--- src/rtl/truth_pkg.sv ---
// Shared encodings for the truth-table sweeper: FSM state codes and
// expected truth tables for the reference expressions (N_IN = 3).
package truth_pkg;

    localparam logic [1:0] ST_IDLE   = 2'd0;
    localparam logic [1:0] ST_WAIT   = 2'd1;
    localparam logic [1:0] ST_SAMPLE = 2'd2;
    localparam logic [1:0] ST_DONE   = 2'd3;

    typedef enum logic [1:0] {
        S_IDLE   = ST_IDLE,
        S_WAIT   = ST_WAIT,
        S_SAMPLE = ST_SAMPLE,
        S_DONE   = ST_DONE
    } sweep_state_t;

    // Bit i of each table is f evaluated at {x,y,z} == i.
    localparam logic [7:0] EXP_NOR_NZ = 8'h01;
    localparam logic [7:0] EXP_NOT_Z  = 8'h55;
    localparam logic [7:0] EXP_ZERO   = 8'h00;
    localparam logic [7:0] EXP_ONE    = 8'hFF;

endpackage

--- src/rtl/sweep_index_gen.sv ---
// Step counter for the sweep; maps step to the driven vector.
// Build option: define SWEEP_GRAY_EN for Gray-code visit order (binary otherwise).
module sweep_index_gen #(
    parameter int N_IN = 3
) (
    input  logic            clk,
    input  logic            reset,
    input  logic            clear_i,
    input  logic            advance_i,
    output logic [N_IN-1:0] vec_o,
    output logic            last_o
);

    logic [N_IN-1:0] step_q;
    logic [N_IN-1:0] step_d;

    always_comb begin
        step_d = step_q;
        if (clear_i) begin
            step_d = '0;
        end else if (advance_i) begin
            step_d = step_q + 1'b1;
        end
    end

    always_ff @(posedge clk or posedge reset) begin
        if (reset) begin
            step_q <= '0;
        end else begin
            step_q <= step_d;
        end
    end

`ifdef SWEEP_GRAY_EN
    // Gray order toggles exactly one input of the expression per step.
    assign vec_o = step_q ^ (step_q >> 1);
`else
    assign vec_o = step_q;
`endif

    assign last_o = &step_q;

endmodule

--- src/rtl/truth_table_sweeper.sv ---
// Drives all input combinations into a combinational expression, captures its
// truth table and compares it with EXPECTED. Build option: SWEEP_GRAY_EN (see sweep_index_gen).
module truth_table_sweeper
    import truth_pkg::*;
#(
    parameter int                   N_IN     = 3,
    parameter int                   SETTLE   = 1,
    parameter logic [(2**N_IN)-1:0] EXPECTED = EXP_NOR_NZ
) (
    input  logic                   clk,
    input  logic                   reset,
    input  logic                   start,
    input  logic                   f_in,
    output logic [N_IN-1:0]        vec_out,
    output logic                   busy,
    output logic                   done,
    output logic                   pass,
    output logic [(2**N_IN)-1:0]   table_out,
    output logic [N_IN:0]          err_count,
    output logic [N_IN-1:0]        mismatch_idx
);

    localparam int         NV       = 2 ** N_IN;
    localparam logic [3:0] SETTLE_C = SETTLE[3:0];

    sweep_state_t    state_q, state_d;
    logic [3:0]      cnt_q, cnt_d;
    logic [NV-1:0]   table_q, table_d;
    logic [N_IN:0]   err_q, err_d;
    logic [N_IN-1:0] midx_q, midx_d;
    logic            first_q, first_d;
    logic            busy_q, busy_d;
    logic            done_q, done_d;
    logic            pass_q, pass_d;
    logic            clearIdx;
    logic            advanceIdx;
    logic [N_IN-1:0] vec;
    logic            lastStep;

    sweep_index_gen #(.N_IN(N_IN)) u_index (
        .clk       (clk),
        .reset     (reset),
        .clear_i   (clearIdx),
        .advance_i (advanceIdx),
        .vec_o     (vec),
        .last_o    (lastStep)
    );

    always_comb begin
        state_d    = state_q;
        cnt_d      = cnt_q;
        table_d    = table_q;
        err_d      = err_q;
        midx_d     = midx_q;
        first_d    = first_q;
        busy_d     = busy_q;
        done_d     = done_q;
        pass_d     = pass_q;
        clearIdx   = 1'b0;
        advanceIdx = 1'b0;
        case (state_q)
            S_IDLE, S_DONE: begin
                if (start) begin
                    state_d  = S_WAIT;
                    cnt_d    = SETTLE_C;
                    table_d  = '0;
                    err_d    = '0;
                    midx_d   = '0;
                    first_d  = 1'b0;
                    pass_d   = 1'b0;
                    done_d   = 1'b0;
                    busy_d   = 1'b1;
                    clearIdx = 1'b1;
                end else if (state_q == S_DONE) begin
                    busy_d = 1'b0;
                    done_d = 1'b1;
                    pass_d = (err_q == '0);
                end
            end
            S_WAIT: begin
                if (cnt_q <= 4'd1) begin
                    state_d = S_SAMPLE;
                end else begin
                    cnt_d = cnt_q - 1'b1;
                end
            end
            S_SAMPLE: begin
                table_d[vec] = f_in;
                // Four-state compare so an undriven or X response is a mismatch.
                if (f_in !== EXPECTED[vec]) begin
                    err_d = err_q + 1'b1;
                    if (!first_q) begin
                        midx_d  = vec;
                        first_d = 1'b1;
                    end
                end
                if (lastStep) begin
                    state_d = S_DONE;
                end else begin
                    advanceIdx = 1'b1;
                    cnt_d      = SETTLE_C;
                    state_d    = S_WAIT;
                end
            end
            default: state_d = S_IDLE;
        endcase
    end

    always_ff @(posedge clk or posedge reset) begin
        if (reset) begin
            state_q <= S_IDLE;
            cnt_q   <= '0;
            table_q <= '0;
            err_q   <= '0;
            midx_q  <= '0;
            first_q <= 1'b0;
            busy_q  <= 1'b0;
            done_q  <= 1'b0;
            pass_q  <= 1'b0;
        end else begin
            state_q <= state_d;
            cnt_q   <= cnt_d;
            table_q <= table_d;
            err_q   <= err_d;
            midx_q  <= midx_d;
            first_q <= first_d;
            busy_q  <= busy_d;
            done_q  <= done_d;
            pass_q  <= pass_d;
        end
    end

    assign vec_out      = vec;
    assign busy         = busy_q;
    assign done         = done_q;
    assign pass         = pass_q;
    assign table_out    = table_q;
    assign err_count    = err_q;
    assign mismatch_idx = midx_q;

endmodule
--- config.mk ---
export PLATFORM = sky130hd
export DESIGN_NAME = truth_table_sweeper
export DESIGN_NICKNAME = d
export VERILOG_FILES = /design/src/rtl/truth_pkg.sv /design/src/rtl/sweep_index_gen.sv /design/src/rtl/truth_table_sweeper.sv
export SDC_FILE = /design/constraint.sdc
export NUM_CORES = 1
export LEC_CHECK = 0
export ABC_AREA = 1
export CORE_MARGIN = 2
export CORE_UTILIZATION = 50
export DETAILED_ROUTE_END_ITERATION = 10
export PLACE_DENSITY = 0.84
export SKIP_CTS_REPAIR_TIMING = 1
export SLEW_MARGIN = 0
export SYNTH_ARGS = -nofsm -noshare
export SYNTH_HDL_FRONTEND = slang
export SYNTH_HIERARCHICAL = 1
export SYNTH_SLANG_ARGS = --single-unit
--- constraint.sdc ---
create_clock -name clk -period 2.8 [get_ports clk]
set_clock_uncertainty 0.2 [all_clocks]
set_input_delay 0.7 -clock clk [delete_from_list [all_inputs] [get_ports clk]]
set_output_delay 0.7 -clock clk [all_outputs]
set_load 0.02 [all_outputs]
==> run metrics <==
outcome=finished, final reports clean; gr ovfl total=0; Power per Cell Area=779 mW/mm^2; vias=1276; drt pass-1 iters=4; Clock Tree Root=clkbuf_4; Critical Path AT=1.51 ns; GPL Wtd Cong=0.786; MaxCap Viol Count=0; share of layout cells above drive strength 1=~8.5%; top cells by area, synth=dfrtp_1 46%, nand2_1 9.8%, ha_1 8.2%, inv_1 7.6%, nand3_1 4.9%; warnings from Yosys=6; Netlist Area Pre-Place=0.00153 mm^2; vias in the first global route=1095; finished layout cell area=0.00183 mm^2; CP required=about 1.9 ns; slew margin rel.=79.5%; Area Growth Syn to Fin=20.1%; DRC violations left=0; RSZ-0062 raised after global routing=no; Boundary Pins=25; Slew @ Worst Pin=0.308 ns; Post-synth ARST share=100%; pin count of the biggest net entering global routing=26; CP delay by family, top=buffers and inverters; All-Layer GR Usage=17.4%; Setup WS pre-CTS=slightly above 0.6 ns; NetSw=638 uW; initial detailed-routing violation count=47; CTS H-tree depth=1; die area=0.00351 mm^2; Yosys reg bits=28; Comb pwr share=50.6%; Syn Area/Cell=8.24 um^2; placed wire-length estimate=2.18 mm; Clk pwr share=10.8%; switch share=44.7%; Internal Power=789 uW; Final Critical Period=approximately 2.4 ns; total wire length=2.81 mm; Vias/cell=5.21; Rows=20; Yosys cell types=25; Synth Net Count=about 200; global-route wire length before repair=4.65 mm; Main synth FF type=dfrtp_1; placed cell area=0.00181 mm^2; cells along the critical path=clkdlybuf4s50_1; top post-synthesis cells by count=40 x nand2_1, 31 x inv_1, 28 x dfrtp_1; CP endpoint kind=output port; number of synthesized flops with an enable pin=0; ANT cells=0; Final Net Count=228; Die Width=59.2 um; post-route clock period utilization=86.2%; Peak supply drop=approximately 0.00043 V; total negative slack=0 ns; Max FO, Critical Path=9; Slowest-stage cell, CP=clkdlybuf4s50_1; Pins Over Slew Limit=0; clk buf depth=2; FMAX=between 400 and 500 MHz; PortBufs=24; Mapped Cells=185; Synth area leader=dfrtp_1; Hold Violations, Final=0; clock-pin slew on the worst setup and hold paths=0.13 ns; critical path launch point type=flop; CTS tree=built; DR WL/cell=11.5 um; fill cell count=261; worst hold slack=roughly 0.29 ns; Worst path max stage delay=0.67 ns; Hold Path Class=reg2reg; crit path kind=reg2out; Seq pwr share=between 30% and 40%; Num Clock Sinks=28; share of the synthesized area in the top cell type=45.9%; core area=0.00298 mm^2; Die Y-Extent=59.2 um; Initial Util=51.2%; post-route antenna net violation count=0; Setup-failing EPs final=0; final setup margin=0.386 ns; CTS Buf Count=3; leakage=0.000905 uW; Clk Latency, worst-skew pair=0.31 ns; Bufs and invs on worst path=1; top-count cell post-synth=nand2_1; initial antenna violation count=0; post-synthesis sequential area ratio=45.9%
## cell type report
class | instances | area, um^2 | share of cell area, %
Inverter | 34 | 128 | 6.97
Timing Repair Buffer | 26 | 255 | 13.9
Tap cell | 33 | 41.3 | 2.25
Sequential cell | 28 | 701 | 38.3
Multi-Input combinational cell | 121 | 684 | 37.4
Clock buffer | 3 | 22.5 | 1.23
## path summary, 6_finish.rpt
path | startpoint | slack, ns | cells past startpoint | endpoint
max in group asynchronous | reset | 1.62 | 3 | err_count[3]
hold / removal | mismatch_idx[1] | 0.29 | 2 | mismatch_idx[1]
setup reg to reg | state_q[0] | 0.95 | 8 | cnt_q[1]
hold reg to reg | mismatch_idx[1] | 0.29 | 2 | mismatch_idx[1]
setup / recovery | u_index/vec_o[0] | 0.39 | 1 | vec_out[0]
min in group asynchronous | reset | 0.35 | 2 | u_index/vec_o[1]
## per-stage QoR
step	std cells	util, %	power (uW)
after CTS	245	61.5	1430
after floorplan	185	-	1070
after global placement	242	60.8	1260
after detailed placement	242	60.8	1280
after global routing	245	61.5	1550
final	245	61.5	1430
## layout by cell type, fill, tap and decap left out, drive strengths merged
| cell | netlist | layout |
|---|---|---|
| nor3 | 2 | 2 |
| clkbuf | 0 | 3 |
| xnor2 | 1 | 1 |
| a21oi | 8 | 8 |
| inv | 34 | 34 |
| o21ai | 16 | 16 |
| dfrtp | 28 | 28 |
| o31ai | 1 | 1 |
| nand3 | 16 | 16 |
| xor2 | 2 | 2 |
| buf | 2 | 2 |
| nor2 | 10 | 10 |
| nand2 | 44 | 44 |
| nand4 | 5 | 5 |
| ha | 10 | 10 |
| o22ai | 6 | 6 |
| clkdlybuf4s50 | 0 | 24 |
## registers in the layout, indices dropped and copies added, names as in the netlist, 2 cells and up
signal / flops
cnt_q: 4
u_index/vec_o: 3
err_count: 4
mismatch_idx: 3
state_q: 2
table_out: 8
## power groups by stage
| stage | logic, uW | clock network, uW | registers [uW] |
|---|---|---|---|
| 2_1_floorplan | 462 | 0 | 606 |
| 3_3_place_gp | 702 | 0 | 560 |
| 3_5_place_dp | 721 | 0 | 560 |
| 4_1_cts | 726 | 157 | 552 |
| 5_1_grt | 809 | 175 | 565 |
| 6_report | 722 | 154 | 552 |
## kinds of logic (layout without fill, tap and decap cells)
family	count (synthesis)	in the layout	synth area share (%)
and+or+nand+nor	77	77	22.9
xor gates and xnor gates	3	3	1.72
AOI/OAI and AO/OA	31	31	12.1
DFF	28	28	45.9
buffers and inverters	36	63	9.19
adders and majority gates	10	10	8.20
## metal layers
metal	share of wire (%)	GRT usage, %	up-vias
met5	0	0	-
met4	0.96	4.87	0
met3	4.4	2.62	2
met2	46	26.4	34
met1	48	25.9	587
li1	-	-	653
Power figures use the tool's default switching activity.
